### src/rtl/exe_hazard_ctrl_if.sv
// exe_hazard_ctrl_if: ID-side inputs and EXE-side control outputs of the
// EXE hazard / forwarding controller, bundled for a single module port.
//   freeze, branch_taken       : pipeline hold, branch flush of ID
//   id_*                       : decoded fields of the instruction in ID
//   alu_src1_sel/alu_src2_sel  : EXE operand selects (00 regfile, 01 MEM, 10 WB)
//   stall, stall_count         : load-use stall request and its saturating count
// Modports: master = pipeline side (drives ID fields), slave = controller.
interface exe_hazard_ctrl_if #(
  parameter int REG_ADDR_LEN  = 4,
  parameter int STALL_CNT_LEN = 16
);
  logic                     freeze;
  logic                     branch_taken;
  logic                     id_valid;
  logic [REG_ADDR_LEN-1:0]  id_src1;
  logic [REG_ADDR_LEN-1:0]  id_src2;
  logic                     id_src1_en;
  logic                     id_src2_en;
  logic [REG_ADDR_LEN-1:0]  id_dest;
  logic                     id_wb_en;
  logic                     id_mem_r_en;
  logic [1:0]               alu_src1_sel;
  logic [1:0]               alu_src2_sel;
  logic                     stall;
  logic [STALL_CNT_LEN-1:0] stall_count;

  modport master (
    output freeze, branch_taken, id_valid, id_src1, id_src2, id_src1_en,
           id_src2_en, id_dest, id_wb_en, id_mem_r_en,
    input  alu_src1_sel, alu_src2_sel, stall, stall_count
  );

  modport slave (
    input  freeze, branch_taken, id_valid, id_src1, id_src2, id_src1_en,
           id_src2_en, id_dest, id_wb_en, id_mem_r_en,
    output alu_src1_sel, alu_src2_sel, stall, stall_count
  );
endinterface

### src/rtl/exe_hazard_ctrl.sv
// exe_hazard_ctrl: hazard and forwarding controller for the EXE stage.
// Keeps shadow tags for the EXE, MEM and WB stages, drives the EXE operand
// selects and requests a one-cycle IF/ID stall (with an EXE bubble) on a
// load-use hazard. All state holds while freeze is high.
// Ports:
//   clk : pipeline clock, rising edge
//   rst : synchronous active-low reset
//   hz  : exe_hazard_ctrl_if.slave (freeze, branch_taken, ID fields in;
//         alu_src1_sel, alu_src2_sel, stall, stall_count out)
// Build option: define EXE_FORWARDING_EN for MEM/WB forwarding with load-use
// stalls only; otherwise selects are 00 and any EXE/MEM producer stalls.
module exe_hazard_ctrl #(
  parameter int REG_ADDR_LEN  = 4,
  parameter int STALL_CNT_LEN = 16
) (
  input  logic                clk,
  input  logic                rst,
  exe_hazard_ctrl_if.slave    hz
);

  // Only the slot fields that can influence an output in the selected build
  // are stored; the rest of the shadow pipeline would be dead state.
  logic                     ex_valid;
  logic                     ex_wb_en;
  logic [REG_ADDR_LEN-1:0]  ex_dest;
  logic                     mem_valid;
  logic                     mem_wb_en;
  logic [REG_ADDR_LEN-1:0]  mem_dest;
  logic [STALL_CNT_LEN-1:0] cnt;
  logic                     stall;
  logic                     bubble;

`ifdef EXE_FORWARDING_EN
  logic                     ex_mem_r_en;
  logic [REG_ADDR_LEN-1:0]  ex_src1;
  logic [REG_ADDR_LEN-1:0]  ex_src2;
  logic                     ex_src1_en;
  logic                     ex_src2_en;
  logic                     wb_valid;
  logic                     wb_wb_en;
  logic [REG_ADDR_LEN-1:0]  wb_dest;
  logic [1:0]               sel1;
  logic [1:0]               sel2;

  always_comb begin
    sel1 = 2'b00;
    sel2 = 2'b00;
    // WB first, then MEM, so a MEM hit overrides a WB hit.
    if (wb_valid && wb_wb_en && ex_src1_en && (wb_dest == ex_src1))   sel1 = 2'b10;
    if (mem_valid && mem_wb_en && ex_src1_en && (mem_dest == ex_src1)) sel1 = 2'b01;
    if (wb_valid && wb_wb_en && ex_src2_en && (wb_dest == ex_src2))   sel2 = 2'b10;
    if (mem_valid && mem_wb_en && ex_src2_en && (mem_dest == ex_src2)) sel2 = 2'b01;
  end

  always_comb begin
    stall = 1'b0;
    if (hz.id_valid && ex_valid && ex_mem_r_en && ex_wb_en &&
        ((hz.id_src1_en && (hz.id_src1 == ex_dest)) ||
         (hz.id_src2_en && (hz.id_src2 == ex_dest))))
      stall = 1'b1;
    if (hz.branch_taken)
      stall = 1'b0;
  end

  assign hz.alu_src1_sel = sel1;
  assign hz.alu_src2_sel = sel2;
`else
  always_comb begin
    stall = 1'b0;
    if (hz.id_valid) begin
      if (ex_valid && ex_wb_en &&
          ((hz.id_src1_en && (hz.id_src1 == ex_dest)) ||
           (hz.id_src2_en && (hz.id_src2 == ex_dest))))
        stall = 1'b1;
      if (mem_valid && mem_wb_en &&
          ((hz.id_src1_en && (hz.id_src1 == mem_dest)) ||
           (hz.id_src2_en && (hz.id_src2 == mem_dest))))
        stall = 1'b1;
    end
    if (hz.branch_taken)
      stall = 1'b0;
  end

  assign hz.alu_src1_sel = 2'b00;
  assign hz.alu_src2_sel = 2'b00;
`endif

  assign bubble = stall || hz.branch_taken;

  always_ff @(posedge clk) begin
    if (!rst) begin
      ex_valid  <= 1'b0;
      ex_wb_en  <= 1'b0;
      ex_dest   <= '0;
      mem_valid <= 1'b0;
      mem_wb_en <= 1'b0;
      mem_dest  <= '0;
      cnt       <= '0;
`ifdef EXE_FORWARDING_EN
      ex_mem_r_en <= 1'b0;
      ex_src1     <= '0;
      ex_src2     <= '0;
      ex_src1_en  <= 1'b0;
      ex_src2_en  <= 1'b0;
      wb_valid    <= 1'b0;
      wb_wb_en    <= 1'b0;
      wb_dest     <= '0;
`endif
    end else if (!hz.freeze) begin
      mem_valid <= ex_valid;
      mem_wb_en <= ex_wb_en;
      mem_dest  <= ex_dest;
      if (bubble) begin
        ex_valid <= 1'b0;
        ex_wb_en <= 1'b0;
        ex_dest  <= '0;
      end else begin
        ex_valid <= hz.id_valid;
        ex_wb_en <= hz.id_wb_en;
        ex_dest  <= hz.id_dest;
      end
      if (stall && (cnt != '1))
        cnt <= cnt + {{(STALL_CNT_LEN-1){1'b0}}, 1'b1};
`ifdef EXE_FORWARDING_EN
      wb_valid <= mem_valid;
      wb_wb_en <= mem_wb_en;
      wb_dest  <= mem_dest;
      if (bubble) begin
        ex_mem_r_en <= 1'b0;
        ex_src1     <= '0;
        ex_src2     <= '0;
        ex_src1_en  <= 1'b0;
        ex_src2_en  <= 1'b0;
      end else begin
        ex_mem_r_en <= hz.id_mem_r_en;
        ex_src1     <= hz.id_src1;
        ex_src2     <= hz.id_src2;
        ex_src1_en  <= hz.id_src1_en;
        ex_src2_en  <= hz.id_src2_en;
      end
`endif
    end
  end

  assign hz.stall       = stall;
  assign hz.stall_count = cnt;

endmodule

### src/flat_wrapper.sv
// flat-port wrapper written by rule: the top's interface ports become plain ports
module exe_hazard_ctrl_flat 
#(
  parameter int REG_ADDR_LEN  = 4,
  parameter int STALL_CNT_LEN = 16
)
  (clk, rst, hz_freeze, hz_branch_taken, hz_id_valid, hz_id_src1, hz_id_src2, hz_id_src1_en, hz_id_src2_en, hz_id_dest, hz_id_wb_en, hz_id_mem_r_en, hz_alu_src1_sel, hz_alu_src2_sel, hz_stall, hz_stall_count);
  exe_hazard_ctrl_if #(.REG_ADDR_LEN(REG_ADDR_LEN), .STALL_CNT_LEN(STALL_CNT_LEN)) hz_i ();
  input  logic clk;
  input  logic rst;
  input wire logic [$bits(hz_i.freeze)-1:0] hz_freeze;
  input wire logic [$bits(hz_i.branch_taken)-1:0] hz_branch_taken;
  input wire logic [$bits(hz_i.id_valid)-1:0] hz_id_valid;
  input wire logic [$bits(hz_i.id_src1)-1:0] hz_id_src1;
  input wire logic [$bits(hz_i.id_src2)-1:0] hz_id_src2;
  input wire logic [$bits(hz_i.id_src1_en)-1:0] hz_id_src1_en;
  input wire logic [$bits(hz_i.id_src2_en)-1:0] hz_id_src2_en;
  input wire logic [$bits(hz_i.id_dest)-1:0] hz_id_dest;
  input wire logic [$bits(hz_i.id_wb_en)-1:0] hz_id_wb_en;
  input wire logic [$bits(hz_i.id_mem_r_en)-1:0] hz_id_mem_r_en;
  output wire logic [$bits(hz_i.alu_src1_sel)-1:0] hz_alu_src1_sel;
  output wire logic [$bits(hz_i.alu_src2_sel)-1:0] hz_alu_src2_sel;
  output wire logic [$bits(hz_i.stall)-1:0] hz_stall;
  output wire logic [$bits(hz_i.stall_count)-1:0] hz_stall_count;
  assign hz_i.freeze = hz_freeze;
  assign hz_i.branch_taken = hz_branch_taken;
  assign hz_i.id_valid = hz_id_valid;
  assign hz_i.id_src1 = hz_id_src1;
  assign hz_i.id_src2 = hz_id_src2;
  assign hz_i.id_src1_en = hz_id_src1_en;
  assign hz_i.id_src2_en = hz_id_src2_en;
  assign hz_i.id_dest = hz_id_dest;
  assign hz_i.id_wb_en = hz_id_wb_en;
  assign hz_i.id_mem_r_en = hz_id_mem_r_en;
  assign hz_alu_src1_sel = hz_i.alu_src1_sel;
  assign hz_alu_src2_sel = hz_i.alu_src2_sel;
  assign hz_stall = hz_i.stall;
  assign hz_stall_count = hz_i.stall_count;
  exe_hazard_ctrl #(.REG_ADDR_LEN(REG_ADDR_LEN), .STALL_CNT_LEN(STALL_CNT_LEN)) u_core (.clk(clk), .rst(rst), .hz(hz_i));
endmodule
### config.mk
export PLATFORM = sky130hd
export DESIGN_NAME = exe_hazard_ctrl_flat
export DESIGN_NICKNAME = d
export VERILOG_FILES = /design/src/rtl/exe_hazard_ctrl_if.sv /design/src/rtl/exe_hazard_ctrl.sv /design/src/flat_wrapper.sv
export SDC_FILE = /design/constraint.sdc
export NUM_CORES = 1
export LEC_CHECK = 0
export ABC_AREA = 1
export BUFFER_PORTS_ARGS = -buffer_cell sky130_fd_sc_hd__buf_2
export CAP_MARGIN = 20
export CORE_ASPECT_RATIO = 0.5
export CORE_UTILIZATION = 53
export CTS_CLUSTER_DIAMETER = 60
export CTS_CLUSTER_SIZE = 25
export DETAILED_ROUTE_END_ITERATION = 6
export PLACE_DENSITY_LB_ADDON = 0.3
export SKIP_CTS_REPAIR_TIMING = 1
export SYNTH_ARGS = -nofsm -noshare
export SYNTH_HDL_FRONTEND = slang
export SYNTH_SLANG_ARGS = --single-unit
### constraint.sdc
create_clock -name clk -period 4.4 [get_ports clk]
set_clock_uncertainty 0.05 [all_clocks]
set_input_delay 0.44 -clock clk [delete_from_list [all_inputs] [get_ports clk]]
set_output_delay 0.44 -clock clk [all_outputs]
set_load 0.02 [all_outputs]
==> impl_metrics.json, run 1 <==
{
  "irDropWorstVdd_mv": 0.183,
  "multi_input_area_um2": 962,
  "crit_path_end_kind": "flip-flop",
  "route.met3.wl_um": 178,
  "p_leak_nw": 0.963,
  "synth_warnings": 0,
  "worst_hold_path.num_cells": 3,
  "maxSlewHeadroom_pct": 65.6,
  "firstDrtPassIters": 4,
  "path_max_fanout": 11,
  "htreeDepth": 1,
  "synth_top_area_share_pct": 33.0,
  "hold_start": "hz_id_wb_en",
  "routed.top_layer": "met4",
  "drt-total-wl_um": 3570,
  "drive_above_1_share_pct": 16.5,
  "grt_pass1_vias": 1449,
  "synth_top_cell_by_area": "dfxtp_1",
  "power.total_w": 0.000522,
  "layout_common_cells": "nand2_1 (81), nor2_1 (57), buf_2 (36)",
  "fin_nets": 332,
  "ios": 42,
  "critPathKind": "reg -> reg",
  "drc": 0,
  "cts_inserted_buffers": 3,
  "period_share_pct": 49.4,
  "n_antenna_cell": 0,
  "holdPathEnd": "u_core.ex_wb_en$_SDFFE_PN0N_",
  "dieArea_um2": 3450,
  "area_delta_synth_final_pct": 14.4,
  "portBuffers": 36,
  "core_um2": 3030,
  "cts_tree": "done",
  "syn_avg_cell_area_um2": 6.13,
  "synthesis.instances": 277,
  "tightest_slew_ns": 0.516,
  "timing.hold.ws_ns": 0.366,
  "clk_pin_slew_ns": 0.10,
  "worstReg2RegEnd": "u_core.hz.stall_count[2]$_SDFFE_PN0P_",
  "slew_violations": 0,
  "root_buffer": "clkbuf_8",
  "period_minus_slack_ns": 2.17,
  "antenna_found_initial": 0,
  "r2r_cells": 11,
  "finalSetupViolCount": 0,
  "place.gp.congestion": 0.896,
  "dp_hpwl_um": 2650,
  "start_kind": "flip-flop",
  "wl_met2_um": 1700,
  "wire_per_inst_um": 10.2,
  "grt_pass1_wl_um": 5750,
  "rows": 14,
  "start_util_pct": 56.0,
  "p_per_area_nw_per_um2": 269,
  "rsz0062_at_grt": "false",
  "synthDistinctLibCells": 27,
  "register_area_um2": 561,
  "vias": 1739,
  "synth_seq_area_share_pct": 33.0,
  "maxCapViolCount": 0,
  "clock_latency_ns": 0.28,
  "die_h_um": 42.0,
  "grt_max_degree": 24,
  "synth_area_um2": 1700,
  "routed_via_density": 4.98,
  "wl_met1_um": 1670,
  "netlist_top_cells_area": "dfxtp_1 (33%), nand2_1 (18%), nor2_1 (13%), inv_1 (6.2%), nand3_1 (5.6%)",
  "die_w_um": 82.0,
  "cp.required_ns": 4.53,
  "r2r_slack_ns": 2.23,
  "hold_viol": 0,
  "worst_ep_arrival_time_ns": 2.31,
  "fillers": 297,
  "final_common_cell": "nand2_1",
  "grt-ovfl-total": 0,
  "reg2reg_from": "u_core.hz.stall_count[0]$_SDFFE_PN0P_",
  "hold_path.class": "in -> reg",
  "track_usage_pct": 21.8,
  "tns_ns": 0,
  "final.setup.worst_slack_ns": 2.23,
  "fmax_ghz": 0.460,
  "fin_util_pct": 64.0,
  "cts.sinks": 28,
  "drt_iter0_markers": 75,
  "clock_path_buffers": 2,
  "status": "complete, no violations",
  "ant_nets": 0,
  "pre_cts_ws_ns": 2.12,
  "synth_seq_cells": 28
}
-- cell usage after synthesis, drive strengths merged --
| cell type | instances |
|---|---|
| nand2 | 84 |
| nor2 | 60 |
| inv | 31 |
| dfxtp | 28 |
| nand3 | 19 |
| a21oi | 12 |
| buf | 8 |
| o21ai | 7 |
| xnor2 | 6 |
| nand4 | 5 |
| o21bai | 4 |
| xor2 | 4 |
| clkbuf | 3 |
| nor3 | 2 |
| conb | 1 |
| ha | 1 |
| nand3b | 1 |
| nor4 | 1 |
-- worst max-delay path: stages (launching register included) --
cell and delay (ns):
dfxtp_1 0.38, ha_1 0.23, nand2_1 0.13, nor2_2 0.07, nand2_2 0.09, nor3_2 0.05, nand3_1 0.07, nand4_2 0.30
nor2_2 0.49, nand2_1 0.11, nand2_1 0.08, nor2_1 0.04
-- final cells by class --
class	instances	area share, %
clock buffer	3	2.13
clock inverter	1	1.55
inverter	31	6.00
multi-input combinational	210	49.6
sequential	28	28.9
tap	40	2.58
timing repair buffer	36	9.28
-- sequential cells by signal, indices dropped and copies added, names as in the netlist --
signal                 count
u_core.ex_dest             4
u_core.hz.stall_count     16
u_core.mem_dest            4
u_core.ex_valid            1
u_core.ex_wb_en            1
u_core.mem_wb_en           1
u_core.mem_valid           1
-- stage by stage --
stage	std cells	instance area [um^2]
4_1_cts	349	1940
2_1_floorplan	280	1710
3_5_place_dp	345	1870
5_1_grt	349	1940
6_report	349	1940
3_3_place_gp	345	1870
-- report_power, final --
group | internal, W | total (W) | switching (W)
Clock | 0.000122 | 0.000206 | 0.0000839
Sequential | 0.000258 | 0.000263 | 0.00000485
Combinational | 0.0000195 | 0.0000526 | 0.0000331
Total | 0.000400 | 0.000522 | 0.000122
-- worst max path at each step --
stage                                                     start                                     end  slack, ns  depth (start not counted)
final                     u_core.hz.stall_count[0]$_SDFFE_PN0P_   u_core.hz.stall_count[2]$_SDFFE_PN0P_       2.23                         11
after global routing             u_core.ex_dest[1]$_SDFFE_PN0N_   u_core.hz.stall_count[0]$_SDFFE_PN0P_       1.97                         13
after CTS                 u_core.hz.stall_count[0]$_SDFFE_PN0P_   u_core.hz.stall_count[0]$_SDFFE_PN0P_       2.22                         11
after detailed placement                          hz_id_src2[0]   u_core.hz.stall_count[5]$_SDFFE_PN0P_       2.12                         13
after global placement                            hz_id_src2[0]   u_core.hz.stall_count[5]$_SDFFE_PN0P_       2.17                         13
after floorplan           u_core.hz.stall_count[0]$_SDFFE_PN0P_  u_core.hz.stall_count[10]$_SDFFE_PN0P_       2.57                         11
-- cells by family (layout without fill, tap and decap cells) --
family	Yosys count	after routing	synth area share, %
adder cells (fa/ha/maj)	1	1	0.737
AO/OA/AOI/OAI	23	23	7.37
other	1	4	0.221
buffers and inverters	42	71	10.9
XOR/XNOR	10	10	5.16
AND/OR/NAND/NOR	172	172	42.6
flip-flops	28	28	33.0
-- routing by layer --
metal	global-route usage, %	vias up
met2	41.7	42
met3	5.43	4
met5	0	-
met1	23.9	781
met4	5.26	0
li1	-	912
Note: power is estimated with default switching activity, not from simulation.
==> run 2: changes to the inputs <==
--- a/config.mk
+++ b/config.mk
@@ -5,11 +5,11 @@
 export SDC_FILE = /design/constraint.sdc
 export NUM_CORES = 1
 export LEC_CHECK = 0
-export ABC_AREA = 1
+export ABC_AREA = 0
 export BUFFER_PORTS_ARGS = -buffer_cell sky130_fd_sc_hd__buf_2
 export CAP_MARGIN = 20
 export CORE_ASPECT_RATIO = 0.5
-export CORE_UTILIZATION = 53
+export CORE_UTILIZATION = 52
 export CTS_CLUSTER_DIAMETER = 60
 export CTS_CLUSTER_SIZE = 25
 export DETAILED_ROUTE_END_ITERATION = 6
==> constraint.sdc (replaced) <==
create_clock -name clk -period 2 [get_ports clk]
set_clock_uncertainty 0.05 [all_clocks]
set_input_delay 0.2 -clock clk [delete_from_list [all_inputs] [get_ports clk]]
set_output_delay 0.2 -clock clk [all_outputs]
set_load 0.02 [all_outputs]
==> impl_metrics.json, run 2 <==
{
  "syn_avg_cell_area_um2": 9.07,
  "dp_hpwl_um": 2660,
  "path_buf_inv": 1,
  "maxCapViolCount": 0,
  "drt-total-wl_um": 3980,
  "hold_start": "hz_id_dest[2]",
  "routed_via_density": 5.58,
  "layout_common_cells": "buf_2 (35), buf_4 (19), dfxtp_1 (19)",
  "n_antenna_cell": 0,
  "vias": 1451,
  "tightest_slew_ns": 0.526,
  "synth-edff-count": 0,
  "cpMaxStageDelayCell": "or4_1",
  "drive_above_1_share_pct": 42.6,
  "p_per_area_nw_per_um2": 534,
  "synth_area_um2": 1580,
  "fmax_ghz": 0.474,
  "synth_most_common_cell": "dfxtp_1",
  "violations": "negative setup slack",
  "drc": 0,
  "dieArea_um2": 3270,
  "synth_warnings": 0,
  "place.gp.congestion": 0.824,
  "crit_family": "simple AND/OR/NAND/NOR gates",
  "synth_seq_cells": 28,
  "fin_util_pct": 79.3,
  "synth_fa_ha_area_share_pct": 0.792,
  "rsz0062_at_grt": "true",
  "largest_reg_flops": 16,
  "status": "finished, violations left",
  "maxSlewHeadroom_pct": 64.9,
  "timing.hold.ws_ns": 0.0733,
  "synthTopCellsByCount": "dfxtp_1 (28), nand2_1 (16), xor2_1 (12)",
  "start_util_pct": 57.8,
  "irDropWorstVdd_mv": 0.371,
  "start_kind": "flip-flop",
  "grt-ovfl-total": 0,
  "ios": 42,
  "area_delta_synth_final_pct": 37.2,
  "synth_xor_xnor_area_share_pct": 8.87,
  "antenna_found_initial": 0,
  "critPathLaunch": "u_core.mem_dest[2]$_SDFFE_PN0N_",
  "clk_pin_slew_ns": 0.10,
  "worst_ep_arrival_time_ns": 2.27,
  "crit_path_end_kind": "flip-flop",
  "hold_path.class": "in -> reg",
  "final.setup.worst_slack_ns": -0.110,
  "grt_pass1_wl_um": 5510,
  "wire_per_inst_um": 15.3,
  "path_cells": "xnor2_1, nand4_1, nor4_4, o41ai_4, buf_12, or4_1, a21oi_1",
  "htreeDepth": 1,
  "core_um2": 2730,
  "grt_max_degree": 25,
  "rows": 13,
  "synth_top_area_share_pct": 35.5,
  "synth_simple_gate_area_share_pct": 25.8,
  "die_w_um": 79.9,
  "period_minus_slack_ns": 2.11,
  "fin_nets": 246,
  "reg2reg_from": "u_core.mem_dest[2]$_SDFFE_PN0N_",
  "p_leak_nw": 0.919,
  "final_common_cell": "buf_2",
  "ys.flop_type": "dfxtp_1",
  "synthDistinctLibCells": 30,
  "cts.sinks": 28,
  "synth_top_cell_by_area": "dfxtp_1",
  "portBuffers": 36,
  "drt_iter0_markers": 51,
  "synth_top_family_by_area": "simple AND/OR/NAND/NOR gates",
  "finalSetupViolCount": 6,
  "root_buffer": "clkbuf_8",
  "synth-compound-area-share_pct": 15.5,
  "cts_inserted_buffers": 3,
  "die_h_um": 41.0,
  "synth_seq_area_share_pct": 35.5,
  "synthMuxAreaShare_pct": 6.97,
  "cts_tree": "done",
  "cp.required_ns": 2.16,
  "ant_nets": 0,
  "hold_viol": 0,
  "path_max_fanout": 24,
  "track_usage_pct": 23.3,
  "clock_latency_ns": 0.28,
  "grt_pass1_vias": 1236,
  "firstDrtPassIters": 4,
  "critPathKind": "reg -> reg",
  "period_share_pct": 105,
  "clock_path_buffers": 2,
  "netlist_top_cells_area": "dfxtp_1 (35%), mux2i_1 (7.0%), xor2_1 (6.7%), nand2_1 (3.8%), or4_1 (3.3%)",
  "slew_violations": 0,
  "synthArstFlopShare_pct": 0,
  "synthesis.instances": 174,
  "critPathMaxStageDelay_ns": 0.51
}
-- run 2: path summary, 6_finish.rpt --
kind	to	slack (ns)	cells past startpoint
hold reg to reg	u_core.hz.stall_count[10]$_SDFFE_PN0P_	0.45	2
setup reg to reg	u_core.hz.stall_count[3]$_SDFFE_PN0P_	-0.11	7
setup / recovery	u_core.hz.stall_count[3]$_SDFFE_PN0P_	-0.11	7
hold / removal	u_core.ex_dest[2]$_SDFFE_PN0N_	0.07	2
-- run 2: through the flow --
step,setup TNS [ns],area [um^2],worst slack [ns],cells,total power (W)
after floorplan,0,1610,0.00861,177,0.000656
after global placement,-0.0360,1900,-0.0168,256,0.000687
after detailed placement,-0.325,1900,-0.0459,256,0.000691
after CTS,-0.783,1970,-0.114,260,0.00114
after global routing,-1.35,2170,-0.196,260,0.00119
final,-0.477,2170,-0.110,260,0.00116
-- run 2: logic make-up after synthesis --
group,count (synthesis)
AO/OA/AOI/OAI,30
XOR/XNOR,16
adder cells (fa/ha/maj),1
buffers and inverters,17
flip-flops,28
multiplexers,11
other,1
AND/OR/NAND/NOR,70
-- run 2: cell type report --
cell class | instances | area [um^2]
Timing Repair Buffer | 56 | 349
Fill cell | 175 | 566
Multi-Input combinational cell | 132 | 1110
Tap cell | 37 | 46.3
Sequential cell | 28 | 577
Clock buffer | 3 | 41.3
Clock inverter | 1 | 30.0
Inverter | 3 | 11.3
-- run 2: power breakdown --
group          internal [W]  total (W)  switching (W)  leakage, nW
sequential         0.000563   0.000576      0.0000120        0.231
clock              0.000268   0.000452       0.000184       0.0357
combinational     0.0000543   0.000130      0.0000762        0.652
-- run 2: metal layers --
layer	part of all wire, %	GRT usage (%)	vias up
li1	-	-	723
met1	42	26.3	686
met2	53	45.1	38
met3	3.9	6.22	4
met4	0.73	8.04	0
met5	0	0	-
